<file path="src/rtl/audio_dac_sequencer.sv">
// I2S DAC sequencer: a stereo-frame FIFO feeding a serializer locked to the codec BCLK/DACLRCK.
// Define AUDIO_DAC_REPEAT_ON_UNDERFLOW_EN to replay the last frame on underflow instead of silence.
module audio_dac_sequencer #(
    parameter int DATA_W     = 16,
    parameter int FIFO_DEPTH = 4
) (
    input  logic                        clk_clk,
    input  logic                        reset_reset,
    input  logic                        enable,
    input  logic [2*DATA_W-1:0]         smp_data,
    input  logic                        smp_valid,
    output logic                        smp_ready,
    input  logic                        audio_0_external_interface_BCLK,
    input  logic                        audio_0_external_interface_DACLRCK,
    output logic                        audio_0_external_interface_DACDAT,
    output logic                        underflow,
    output logic [$clog2(FIFO_DEPTH):0] fifo_level
);
    localparam int PTR_W = $clog2(FIFO_DEPTH);
    localparam int LVL_W = $clog2(FIFO_DEPTH) + 1;
    localparam int CNT_W = $clog2(DATA_W + 1);

    localparam logic [LVL_W-1:0] DEPTH_L  = LVL_W'(FIFO_DEPTH);
    localparam logic [CNT_W-1:0] DATA_W_L = CNT_W'(DATA_W);

    typedef enum logic [1:0] {
        IDLE,
        DELAY,
        SHIFT,
        PAD
    } state_t;

    logic [1:0]            bclk_sync_q, bclk_sync_d;
    logic                  bclk_prev_q, bclk_prev_d;
    logic [1:0]            lrck_sync_q, lrck_sync_d;
    logic                  lrck_prev_q, lrck_prev_d;

    state_t                state_q, state_d;
    logic [DATA_W-1:0]     shreg_q, shreg_d;
    logic [CNT_W-1:0]      bit_cnt_q, bit_cnt_d;
    logic [2*DATA_W-1:0]   hold_q, hold_d;
    logic                  dacdat_q, dacdat_d;
    logic                  underflow_q, underflow_d;
    logic                  smp_ready_q, smp_ready_d;

    logic [PTR_W-1:0]      wr_ptr_q, wr_ptr_d;
    logic [PTR_W-1:0]      rd_ptr_q, rd_ptr_d;
    logic [LVL_W-1:0]      level_q, level_d;
    logic [2*DATA_W-1:0]   fifo_mem_q [FIFO_DEPTH];

    logic                  bclk_fall;
    logic                  lrck_fall;
    logic                  lrck_rise;
    logic                  push;
    logic                  pop;
    logic [2*DATA_W-1:0]   head;

    always_comb begin
        bclk_sync_d = {bclk_sync_q[0], audio_0_external_interface_BCLK};
        bclk_prev_d = bclk_sync_q[1];
        lrck_sync_d = {lrck_sync_q[0], audio_0_external_interface_DACLRCK};
        lrck_prev_d = lrck_sync_q[1];

        bclk_fall = bclk_prev_q & ~bclk_sync_q[1];
        lrck_fall = lrck_prev_q & ~lrck_sync_q[1];
        lrck_rise = ~lrck_prev_q & lrck_sync_q[1];

        state_d     = state_q;
        shreg_d     = shreg_q;
        bit_cnt_d   = bit_cnt_q;
        hold_d      = hold_q;
        dacdat_d    = dacdat_q;
        underflow_d = 1'b0;
        wr_ptr_d    = wr_ptr_q;
        rd_ptr_d    = rd_ptr_q;
        level_d     = level_q;
        head        = fifo_mem_q[rd_ptr_q];
        push        = smp_valid && smp_ready_q && enable;
        pop         = 1'b0;

        if (!enable) begin
            state_d   = IDLE;
            dacdat_d  = 1'b0;
            bit_cnt_d = '0;
            wr_ptr_d  = '0;
            rd_ptr_d  = '0;
            level_d   = '0;
        end else begin
            // Word-clock edges take priority over BCLK and restart the word from any state.
            if (lrck_fall) begin
                if (level_q != '0) begin
                    pop     = 1'b1;
                    hold_d  = head;
                    shreg_d = head[2*DATA_W-1:DATA_W];
                end else begin
                    underflow_d = 1'b1;
`ifdef AUDIO_DAC_REPEAT_ON_UNDERFLOW_EN
                    hold_d  = hold_q;
                    shreg_d = hold_q[2*DATA_W-1:DATA_W];
`else
                    hold_d  = '0;
                    shreg_d = '0;
`endif
                end
                state_d   = DELAY;
                dacdat_d  = 1'b0;
                bit_cnt_d = '0;
            end else if (lrck_rise && (state_q != IDLE)) begin
                shreg_d   = hold_q[DATA_W-1:0];
                state_d   = DELAY;
                dacdat_d  = 1'b0;
                bit_cnt_d = '0;
            end else if (bclk_fall) begin
                case (state_q)
                    DELAY: begin
                        state_d   = SHIFT;
                        dacdat_d  = shreg_q[DATA_W-1];
                        shreg_d   = {shreg_q[DATA_W-2:0], 1'b0};
                        bit_cnt_d = CNT_W'(1);
                    end
                    SHIFT: begin
                        if (bit_cnt_q == DATA_W_L) begin
                            state_d  = PAD;
                            dacdat_d = 1'b0;
                        end else begin
                            dacdat_d  = shreg_q[DATA_W-1];
                            shreg_d   = {shreg_q[DATA_W-2:0], 1'b0};
                            bit_cnt_d = bit_cnt_q + CNT_W'(1);
                        end
                    end
                    default: dacdat_d = 1'b0;
                endcase
            end

            if (push) begin
                wr_ptr_d = wr_ptr_q + PTR_W'(1);
            end
            if (pop) begin
                rd_ptr_d = rd_ptr_q + PTR_W'(1);
            end
            case ({push, pop})
                2'b10:   level_d = level_q + LVL_W'(1);
                2'b01:   level_d = level_q - LVL_W'(1);
                default: level_d = level_q;
            endcase
        end

        // Registered ready reflects the occupancy the FIFO will have after this edge.
        smp_ready_d = enable && (level_d < DEPTH_L);
    end

    always_ff @(posedge clk_clk or posedge reset_reset) begin
        if (reset_reset) begin
            bclk_sync_q <= '0;
            bclk_prev_q <= 1'b0;
            lrck_sync_q <= '0;
            lrck_prev_q <= 1'b0;
            state_q     <= IDLE;
            shreg_q     <= '0;
            bit_cnt_q   <= '0;
            hold_q      <= '0;
            dacdat_q    <= 1'b0;
            underflow_q <= 1'b0;
            smp_ready_q <= 1'b0;
            wr_ptr_q    <= '0;
            rd_ptr_q    <= '0;
            level_q     <= '0;
        end else begin
            bclk_sync_q <= bclk_sync_d;
            bclk_prev_q <= bclk_prev_d;
            lrck_sync_q <= lrck_sync_d;
            lrck_prev_q <= lrck_prev_d;
            state_q     <= state_d;
            shreg_q     <= shreg_d;
            bit_cnt_q   <= bit_cnt_d;
            hold_q      <= hold_d;
            dacdat_q    <= dacdat_d;
            underflow_q <= underflow_d;
            smp_ready_q <= smp_ready_d;
            wr_ptr_q    <= wr_ptr_d;
            rd_ptr_q    <= rd_ptr_d;
            level_q     <= level_d;
        end
    end

    always_ff @(posedge clk_clk) begin
        if (push) begin
            fifo_mem_q[wr_ptr_q] <= smp_data;
        end
    end

    assign smp_ready                         = smp_ready_q;
    assign audio_0_external_interface_DACDAT = dacdat_q;
    assign underflow                         = underflow_q;
    assign fifo_level                        = level_q;

endmodule
</file>
<file path="config.mk">
export PLATFORM = sky130hd
export DESIGN_NAME = audio_dac_sequencer
export DESIGN_NICKNAME = d
export VERILOG_FILES = /design/src/rtl/audio_dac_sequencer.sv
export SDC_FILE = /design/constraint.sdc
export NUM_CORES = 1
export LEC_CHECK = 0
export ABC_AREA = 1
export CELL_PAD_IN_SITES_DETAIL_PLACEMENT = 1
export CELL_PAD_IN_SITES_GLOBAL_PLACEMENT = 1
export CORE_MARGIN = 2
export CORE_UTILIZATION = 47
export CTS_BUF_LIST = sky130_fd_sc_hd__clkbuf_4 sky130_fd_sc_hd__clkbuf_8 sky130_fd_sc_hd__clkbuf_16
export DETAILED_ROUTE_END_ITERATION = 10
export PLACE_DENSITY = 0.78
export SLEW_MARGIN = 20
export SYNTH_ARGS = -nofsm -noshare
export SYNTH_HDL_FRONTEND = slang
export SYNTH_SLANG_ARGS = --single-unit
</file>
<file path="constraint.sdc">
create_clock -name clk_clk -period 3.2 [get_ports clk_clk]
set_input_delay 0.64 -clock clk_clk [delete_from_list [all_inputs] [get_ports clk_clk]]
set_output_delay 0.64 -clock clk_clk [all_outputs]
set_load 0.05 [all_outputs]
</file>
## Yosys cells after proc, flatten, opt, wreduce, memory -nomap -nowiden

Memories as Yosys holds them, arrays and structs flattened.
Cells that the tools add are included.

- Add/subtract/negate cells: 5
- Multiply operators: 0
- Div/mod/pow operators: 0
- Magnitude comparators: 1
- Equality and inequality tests: 12
- Shifts and indexed selects: 0
- Muxes and demuxes: 39
- Bitwise gates (word level): 6
- Reductions and logical operators: 12

Operator list:

| kind | number |
|---|---|
| 16-bit two-way mux | 6 |
| 16-bit one-hot mux with 2 select lines | 1 |
| 5-bit two-way mux | 5 |
| 2-bit two-way mux | 9 |
| 1-bit two-way mux | 13 |
| 5-bit inequality test, second input constant | 2 |
| 5-bit one-hot mux with 2 select lines | 1 |
| 3-bit one-hot mux with 2 select lines | 1 |
| 3-bit AND reduction | 2 |
| 3-bit nonzero test | 2 |
| 5-bit by 1-bit adder with 5-bit output, second input constant | 1 |
| 5-bit == test, second input constant | 1 |
| 5-bit by 1-bit inequality test with 1-bit output, second input constant | 1 |
| 2-bit by 1-bit adder with 2-bit output, second input constant | 2 |
| 2-bit by 1-bit == test with 1-bit output, second input constant | 2 |
| 2-bit == test, second input constant | 2 |
| 1-bit logical AND | 4 |
| 2-bit by 1-bit inequality test with 1-bit output, second input constant | 2 |
| 4-bit by 1-bit inequality test with 1-bit output, second input constant | 1 |
| 4-bit inequality test, second input constant | 1 |
| 2-bit one-hot mux with 2 select lines | 1 |
| 4-bit AND reduction | 1 |
| 4-bit nonzero test | 1 |
| 3-bit by 1-bit adder with 3-bit output, second input constant | 1 |
| other kinds (8) | 12 |

- Register bits: 55
- Latch bits: 0
- RAM bits: 128
- ROM bits: 0
- Logic and storage cells: 90
- Memories: 1

Memory list:

| name | depth | bits a word | rd ports | clocked after Yosys merged registers in | wr ports | line | text |
|---|---|---|---|---|---|---|---|
| fifo_mem_q | 4 | 32 | 1 | 0 | 1 | 49 | `logic [2*DATA_W-1:0] fifo_mem_q [FIFO_DEPTH];` |

## Longest topological paths before layout

Gate-level depths: netlist of the first run.

- Word-level depth: 9
- Mapped depth: 15
- Depth with buffers taken out: 14

## Worst setup path before layout of the first run

Ideal clock, no wire load.

- Path kind: input-to-reg
- From: in enable
- To: mem fifo_mem_q[0][0] in the netlist's numbering, enable pin
- Library setup time: 421 ps
- Arrival time: 2422 ps
- Data required time: 2779 ps
- Path slack: 357 ps
- Stages: 3
- Path buffers: 1
- Cell sequence: buf_2 nand3_1 nor2_1

- Cells in the longest elaborated chain, start to end: 3

Ends and longest elaborated chain:

| element | line | text |
|---|---|---|
| start: declaration | 9 | `input logic enable,` |
| 1-bit logical AND | 78 | `push = smp_valid && smp_ready_q && enable;` |
| 1-bit two-way mux | 187 | `if (push) begin` |
| 1-bit two-way mux (not written as such) | 188 | `fifo_mem_q[wr_ptr_q] <= smp_data;` |
| end: declaration | 49 |  |

No other way between the ends.

## Final worst setup path of the first run

- From: reg lrck_sync_q[1]
- To: reg smp_ready_q (netlist: smp_ready)

- Cells in the longest elaborated chain, start to end: 9

Ends and longest elaborated chain:

| element | line | text |
|---|---|---|
| start: declaration | 35 | `logic [1:0] lrck_sync_q, lrck_sync_d;` |
| start signal: assignment | 171 | `lrck_sync_q <= lrck_sync_d;` |
| 1-bit NOT * | 65 | `lrck_fall = lrck_prev_q & ~lrck_sync_q[1];` |
| 1-bit bitwise AND * | 65 |  |
| 1-bit two-way mux * | 90 | `if (lrck_fall) begin` |
| 1-bit two-way mux * | 81 | `if (!enable) begin` |
| 2-bit by 1-bit == test with 1-bit output or 2-bit == test (tied branches) | 141 | `case ({push, pop})` |
| 3-bit one-hot mux with 2 select lines * | 141 |  |
| 3-bit two-way mux * | 81 |  |
| 3-bit < comparator * | 149 | `smp_ready_d = enable && (level_d < DEPTH_L);` |
| 1-bit logical AND * | 149 |  |
| named net smp_ready_d | 44 | `logic smp_ready_q, smp_ready_d;` |
| end signal: assignment | 179 | `smp_ready_q <= smp_ready_d;` |
| end: declaration | 44 |  |

The timed path passes the listed nets; every way through them passes the cells marked *. The select of a mux whose other input is x is not followed.
A chain may end at the register's enable or synchronous reset.

==> metrics.md, run 1 <==
| Metric | Value |
|---|---|
| Status | `finished, final reports clean` |
| CP bufs+invs | `3` |
| Die W | `132.9 microns` |
| Commonest cells post-synth | `nand2_1, edfxtp_1, nand3_1, dfrtp_1, inv_1` |
| Clk_lat worst skew | `430 ps` |
| CTS Buf Count | `17` |
| Crit path cell chain | `inv_2 > nand2_4 > inv_2 > nand2_2 > inv_4 > ha_1 > xor2_1 > ha_1 > o21ai_0 > nand4_1 > nand2_1 > nor2_1` |
| Crit-path max FO | `20` |
| Crit share post-route | `77.42%` |
| Total congestion overflow | `0` |
| Met1 layer usage reported by global route | `27.79%` |
| Synth area leaders | `edfxtp_1, dfrtp_1, nand2_1, nand3_1, o21ai_0` |
| Final worst path period need | `2477 ps` |
| Met2 usage | `40.64%` |
| Cts hold-fix bufs | `0` |
| Static Leak | `3.652 nW` |
| Worst Setup SP | `lrck_sync_q[1]` |
| Detailed placement HPWL | `11720 microns` |
| Hold_ws | `362.0 ps` |
| Avg Inst Size Synth | `10.67 sq um` |
| Drt pass-1 iters | `4` |
| Share of layout cells above drive strength 1 | `8.546%` |
| Initial antenna violation count | `0` |
| Final setup viols | `0` |
| Worst setup EP type | `flop` |
| Synth-to-layout area growth | `14.66%` |
| Pwr dens | `548.9 nW/um^2` |
| Most used routing layer in global routing | `met2` |
| #FFs+latches synth | `183` |
| Number of global-route vias before repair | `5936` |
| Antenna Cells | `0` |
| Largest net degree at the start of global routing | `66` |
| Post-CTS Setup Inserts | `0` |
| Dominant cell type by area after synthesis | `edfxtp_1` |
| Max Freq | `403.7 MHz` |
| Fillers | `1750` |
| Crit path DAT | `2780 ps` |
| DRT iter0 DRCs | `257` |
| Wirelength per Cell | `19.02 microns` |
| Mapped Area | `7809 sq um` |
| Post-synth top area share | `49.22%` |
| Worst R2R Setup Slack | `720 ps` |
| Crit Path Category | `flop to flop` |
| Post-cts resize count | `0` |
| Reg2reg start | `lrck_sync_q[1]` |
| Met3 usage | `4.406%` |
| Reg2Reg Depth | `12` |
| Most frequent cell after synthesis | `nand2_1` |
| Max-slew violations | `0` |
| Synth Flop Type | `edfxtp_1` |
| DRT Wirelength | `19100 microns` |
| Initial Utilization | `47.59%` |
| RR Endpoint | `smp_ready` |
| Post-synthesis sequential area ratio | `66.85%` |
| Setup TNS | `0 ps` |
| Number of distinct library cells after synthesis | `31` |
| Number of max-cap violations | `0` |
| Clk pin slew, worst setup/hold paths | `70 ps` |
| H-tree depth | `4` |
| Worst Max-Slew Pin Slew | `731.7 ps` |
| Placement row count | `47` |
| DRC viols | `0` |
| CP max stage cell | `dfrtp_1` |
| Floorplan Core Area | `16410 sq um` |
| # IOs | `44` |
| I/O Buffers | `43` |
| Worst relative slew slack | `51.22%` |
| CP Depth | `12` |
| Post-synth EDFFs | `128` |
| Post-Syn Instances | `732` |
| Required @ worst endpoint | `3510 ps` |
| Warnings, synthesis | `0` |
| Skew final | `9.642 ps` |
| Die height | `132.9 microns` |
| Async SR Flop Fraction | `30.05%` |
| Final hold violations | `0` |
| RSZ-0062 raised after global routing | `false` |
| Tot GR Track Use | `23.25%` |
| Vias after detailed routing | `5417` |
| CP top delay family | `simple AND/OR/NAND/NOR gates` |
| Area of the die | `17660 sq um` |
| Critical Path Sink | `smp_ready` |
| DR vias/cell | `5.395` |
| Crit path largest cell delay | `440 ps` |
| CTS tree | `done` |
| Antenna-violating nets left | `0` |
| Max VDD drop | `0.4101 mV` |
| Final Wtd Congestion | `0.7702` |
| Hold Crit Class | `flop to flop` |
| Final nets | `822` |
| CTS sink count | `183` |
| Maximum clock path buffer count | `2` |
| Syn nets | `783` |
| Worst setup SP type | `flop` |
| Root buffer cell | `clkbuf_16` |
| Utilization after layout | `54.57%` |
| Global-route wire length before repair | `31270 microns` |
worst min path at each step:
stage | slack, ps | endpoint | startpoint | cells past startpoint
after floorplan | 330 | bclk_sync_q[1] | bclk_sync_q[0] | 0
after global placement | 340 | lrck_sync_q[1] | lrck_sync_q[0] | 0
after detailed placement | 350 | bclk_sync_q[1] | bclk_sync_q[0] | 0
after CTS | 370 | bclk_sync_q[1] | bclk_sync_q[0] | 0
after global routing | 370 | bclk_sync_q[1] | bclk_sync_q[0] | 0
final | 360 | bclk_sync_q[1] | bclk_sync_q[0] | 0
placed cells by master (no fill, tap or decap), types with 4 or more instances in the layout:
cell | netlist | final
buf_4 | 0 | 9
nand4_1 | 7 | 7
nor2_4 | 4 | 4
inv_2 | 3 | 4
ha_1 | 13 | 13
nor2_2 | 1 | 5
nand3_1 | 92 | 92
clkbuf_4 | 0 | 4
nor2_1 | 20 | 16
inv_1 | 43 | 42
o21ai_0 | 39 | 39
dfrtp_1 | 55 | 54
clkinv_2 | 1 | 4
clkbuf_16 | 0 | 17
o22ai_1 | 6 | 6
clkdlybuf4s50_1 | 0 | 43
a21oi_1 | 5 | 5
edfxtp_1 | 128 | 128
nand2_1 | 260 | 260
o21ai_1 | 5 | 5
power breakdown:
group / switching, mW / internal [mW] / leakage, nW
Combinational: 0.226 / 0.131 / 1.49
Sequential: 0.0433 / 2.62 / 1.90
Clock: 0.869 / 1.03 / 0.265
Total: 1.14 / 3.78 / 3.65
state kept, by name (all words and copies together), names as in the netlist:
register,count
bit_cnt_q,5
lrck_sync_q,2
shreg_q,16
wr_ptr_q,2
rd_ptr_q,2
lrck_prev_q,1
bclk_sync_q,2
underflow,1
state_q,2
bclk_prev_q,1
fifo_mem_q,128
audio_0_external_interface_DACDAT,1
smp_ready,1
hold_q,16
fifo_level,3
final cells by class:
| type | instances | area, sq um | area share (%) |
|---|---|---|---|
| clock buffer | 21 | 455.4 | 5.087 |
| clock inverter | 11 | 73.82 | 0.8245 |
| inverter | 49 | 187.7 | 2.096 |
| multi-input combinational | 467 | 2222 | 24.82 |
| sequential | 183 | 5221 | 58.31 |
| tap | 220 | 275.3 | 3.074 |
| timing repair buffer | 53 | 518.0 | 5.785 |
logic make-up after synthesis:
family	after synthesis	share of synthesized area, %
buffers and inverters	82	4.823
DFF	183	66.85
adders and majority gates	13	2.083
xor gates and xnor gates	2	0.2244
AOI/OAI and AO/OA	59	4.150
and+or+nand+nor	393	21.87
per-stage QoR:
step / cells / power [mW] / worst slack [ps] / instance area [sq um]
2_1_floorplan: 732 / 2.918 / 357.0 / 7809
3_3_place_gp: 972 / 3.035 / 514.3 / 8424
3_5_place_dp: 972 / 3.064 / 371.2 / 8424
4_1_cts: 1004 / 4.946 / 716.5 / 8954
5_1_grt: 1004 / 5.089 / 506.3 / 8954
6_report: 1004 / 4.915 / 722.6 / 8954
per-layer routing:
layer	vias up	wire, microns
met3	43	624
met1	2745	7826
met5	-	0
met2	104	10020
li1	2525	-
met4	0	629
No activity file was read; power rests on OpenSTA's default activity.
==> run 2: changes to the inputs <==
Clock period 3.2 ns to 2.3 ns, I/O delays scaled along.
==> run 2 against run 1 <==
Non-clock buffer count is 8 higher. Die area stayed put. Critical path depth is 1 higher. Sequential share of layout area is 1.6 points lower. Wire length is 3.6% higher. Hold slack worse by 30 ps. Clock power is 72% higher. Fmax is 17% higher. Setup slack worse by 530 ps. Cell count is 0.80% higher.
==> metrics.md, run 2 (synthesis gave the netlist of run 1 again) <==
| Metric | Value |
|---|---|
| Synth-to-layout area growth | `17.96%` |
| DRC viols | `0` |
| RSZ-0062 raised after global routing | `false` |
| Fillers | `1717` |
| Final Wtd Congestion | `0.7823` |
| Final worst setup slack | `187.9 ps` |
| Post-CTS Setup Inserts | `0` |
| Cts hold-fix bufs | `0` |
| Biggest registers after layout | `fifo_mem_q x128, hold_q x16, shreg_q x16` |
| Hold Crit Class | `input port to async pin` |
| CTS sink count | `183` |
| Status | `finished, final reports clean` |
| Reg2reg start | `lrck_sync_q[1]` |
| Multi-input logic area | `2222 sq um` |
| Max reg flops | `128` |
| H-tree depth | `4` |
| Commonest non-fill, non-tap cell in the layout | `nand2_1` |
| Worst relative slew slack | `66.98%` |
| Design area | `9211 sq um` |
| Die W | `132.9 microns` |
| Crit-path max FO | `12` |
| Reg with most FFs | `fifo_mem_q` |
| Placement row count | `47` |
| Worst setup EP type | `flop` |
| # IOs | `44` |
| Hold_ws | `332.1 ps` |
| Final setup viols | `0` |
| Crit path largest cell delay | `460 ps` |
| Placed instance count | `980` |
| Area of the die | `17660 sq um` |
| Initial Utilization | `47.59%` |
| CTS Buf Count | `17` |
| Crit share post-route | `91.83%` |
| Clk_lat worst skew | `430 ps` |
| CP Depth | `13` |
| Crit Path Category | `flop to flop` |
| Share of layout cells above drive strength 1 | `9.470%` |
| Antenna Cells | `0` |
| Tot GR Track Use | `23.79%` |
| CP bufs+invs | `3` |
| Maximum clock path buffer count | `2` |
| Floorplan Core Area | `16410 sq um` |
| Largest net degree at the start of global routing | `66` |
| Antenna-violating nets left | `0` |
| Number of max-cap violations | `0` |
| Drt pass-1 iters | `5` |
| Utilization after layout | `56.14%` |
| Global-route wire length before repair | `32140 microns` |
| Pwr dens | `812.6 nW/um^2` |
| DRT iter0 DRCs | `256` |
| Skew final | `7.542 ps` |
| Worst Setup SP | `lrck_sync_q[1]` |
| Crit path DAT | `2480 ps` |
| Crit path cell chain | `inv_2 > nand2_4 > inv_2 > nand2_2 > inv_4 > ha_1 > xor2_1 > ha_1 > o21ai_1 > nand3_1 > nand2_1 > nand2_1 > nor2_1` |
| DR vias/cell | `5.415` |
| CP top delay family | `simple AND/OR/NAND/NOR gates` |
| Required @ worst endpoint | `2670 ps` |
| CP max stage cell | `dfrtp_1` |
| Register area | `5221 sq um` |
| Max VDD drop | `0.5664 mV` |
| Detailed placement HPWL | `11730 microns` |
| Worst R2R Setup Slack | `190 ps` |
| Total congestion overflow | `0` |
| Worst setup SP type | `flop` |
| Root buffer cell | `clkbuf_16` |
| Die height | `132.9 microns` |
| Number of global-route vias before repair | `5989` |
| Initial antenna violation count | `0` |
| I/O Buffers | `43` |
| Final nets | `830` |
| Fin cells | `1012` |
| Vias after detailed routing | `5480` |
| Clk pin slew, worst setup/hold paths | `70 ps` |
| Critical Path Sink | `smp_ready` |
| Max-slew violations | `0` |
| Commonest non-fill, non-tap cells in the layout | `nand2_1, edfxtp_1, nand3_1` |
| Static Leak | `3.764 nW` |
| CTS tree | `done` |
| Final hold violations | `0` |
| Final worst path period need | `2112 ps` |
| Placed inst area | `8559 sq um` |
| RR Endpoint | `smp_ready` |
| Reg2Reg Depth | `13` |
| Pre-CTS WS | `-52.78 ps` |
| DRT Wirelength | `19780 microns` |
| Wirelength per Cell | `19.54 microns` |
| Max Freq | `473.5 MHz` |
| Worst Max-Slew Pin Slew | `493.8 ps` |
run 2: cell types whose count changed in the layout (fill, tap and decap cells not counted):
cell       delta
clkinv_4      -2
buf_12        +6
clkbuf_4      -3
o21ai_0       -1
o21ai_1       +1
buf_4         +2
bufinv_16     +5
clkinv_2      -2
inv_8         +2
run 2: through the flow:
step                TNS, ps  power [mW]
finish                    0       7.485
global route              0       7.705
CTS                       0       7.537
detailed placement   -97.13       4.279
global placement          0       4.235
floorplan            -58230       4.059
run 2: worst min path at each step:
stage	slack, ps	depth (start not counted)	to
after global routing	360	2	bit_cnt_q[2]
after CTS	340	2	bit_cnt_q[1]
after global placement	340	0	bclk_sync_q[1]
final	330	2	bit_cnt_q[2]
after detailed placement	350	0	lrck_sync_q[1]
after floorplan	330	0	bclk_sync_q[1]
run 2: cell type report:
type	instances	area share [%]
clock inverters	14	2.377
flip-flops and latches	183	56.68
multi-input cells	467	24.12
clock buffers	18	4.700
repair buffers	61	7.090
well taps	220	2.988
inverters	49	2.037
run 2: repair_timing:
item | 4_1_cts | 5_1_grt
setup endpoints to repair | 0 | 2
endpoints found under the hold margin | 0 | 0
gates resized for setup | 0 | 1
run 2: worst register-to-register path: stages (launching register included):
cell	delay, ps
dfrtp_1	460
inv_2	80
nand2_4	170
inv_2	70
nand2_2	110
inv_4	50
ha_1	230
xor2_1	150
ha_1	210
o21ai_1	200
nand3_1	110
nand2_1	90
nand2_1	60
nor2_1	80
run 2: layer usage:
metal	up-vias	global-route usage, %	wire [microns]
met5	-	0	0
met3	32	3.410	619
li1	2544	-	-
met2	115	43.35	10720
met4	0	9.020	415
met1	2789	28.55	8029
run 2: power breakdown:
group	internal (mW)	switching (mW)	leakage (nW)
sequential	3.64	0.0644	1.90
clock	1.96	1.30	0.318
combinational	0.194	0.325	1.55
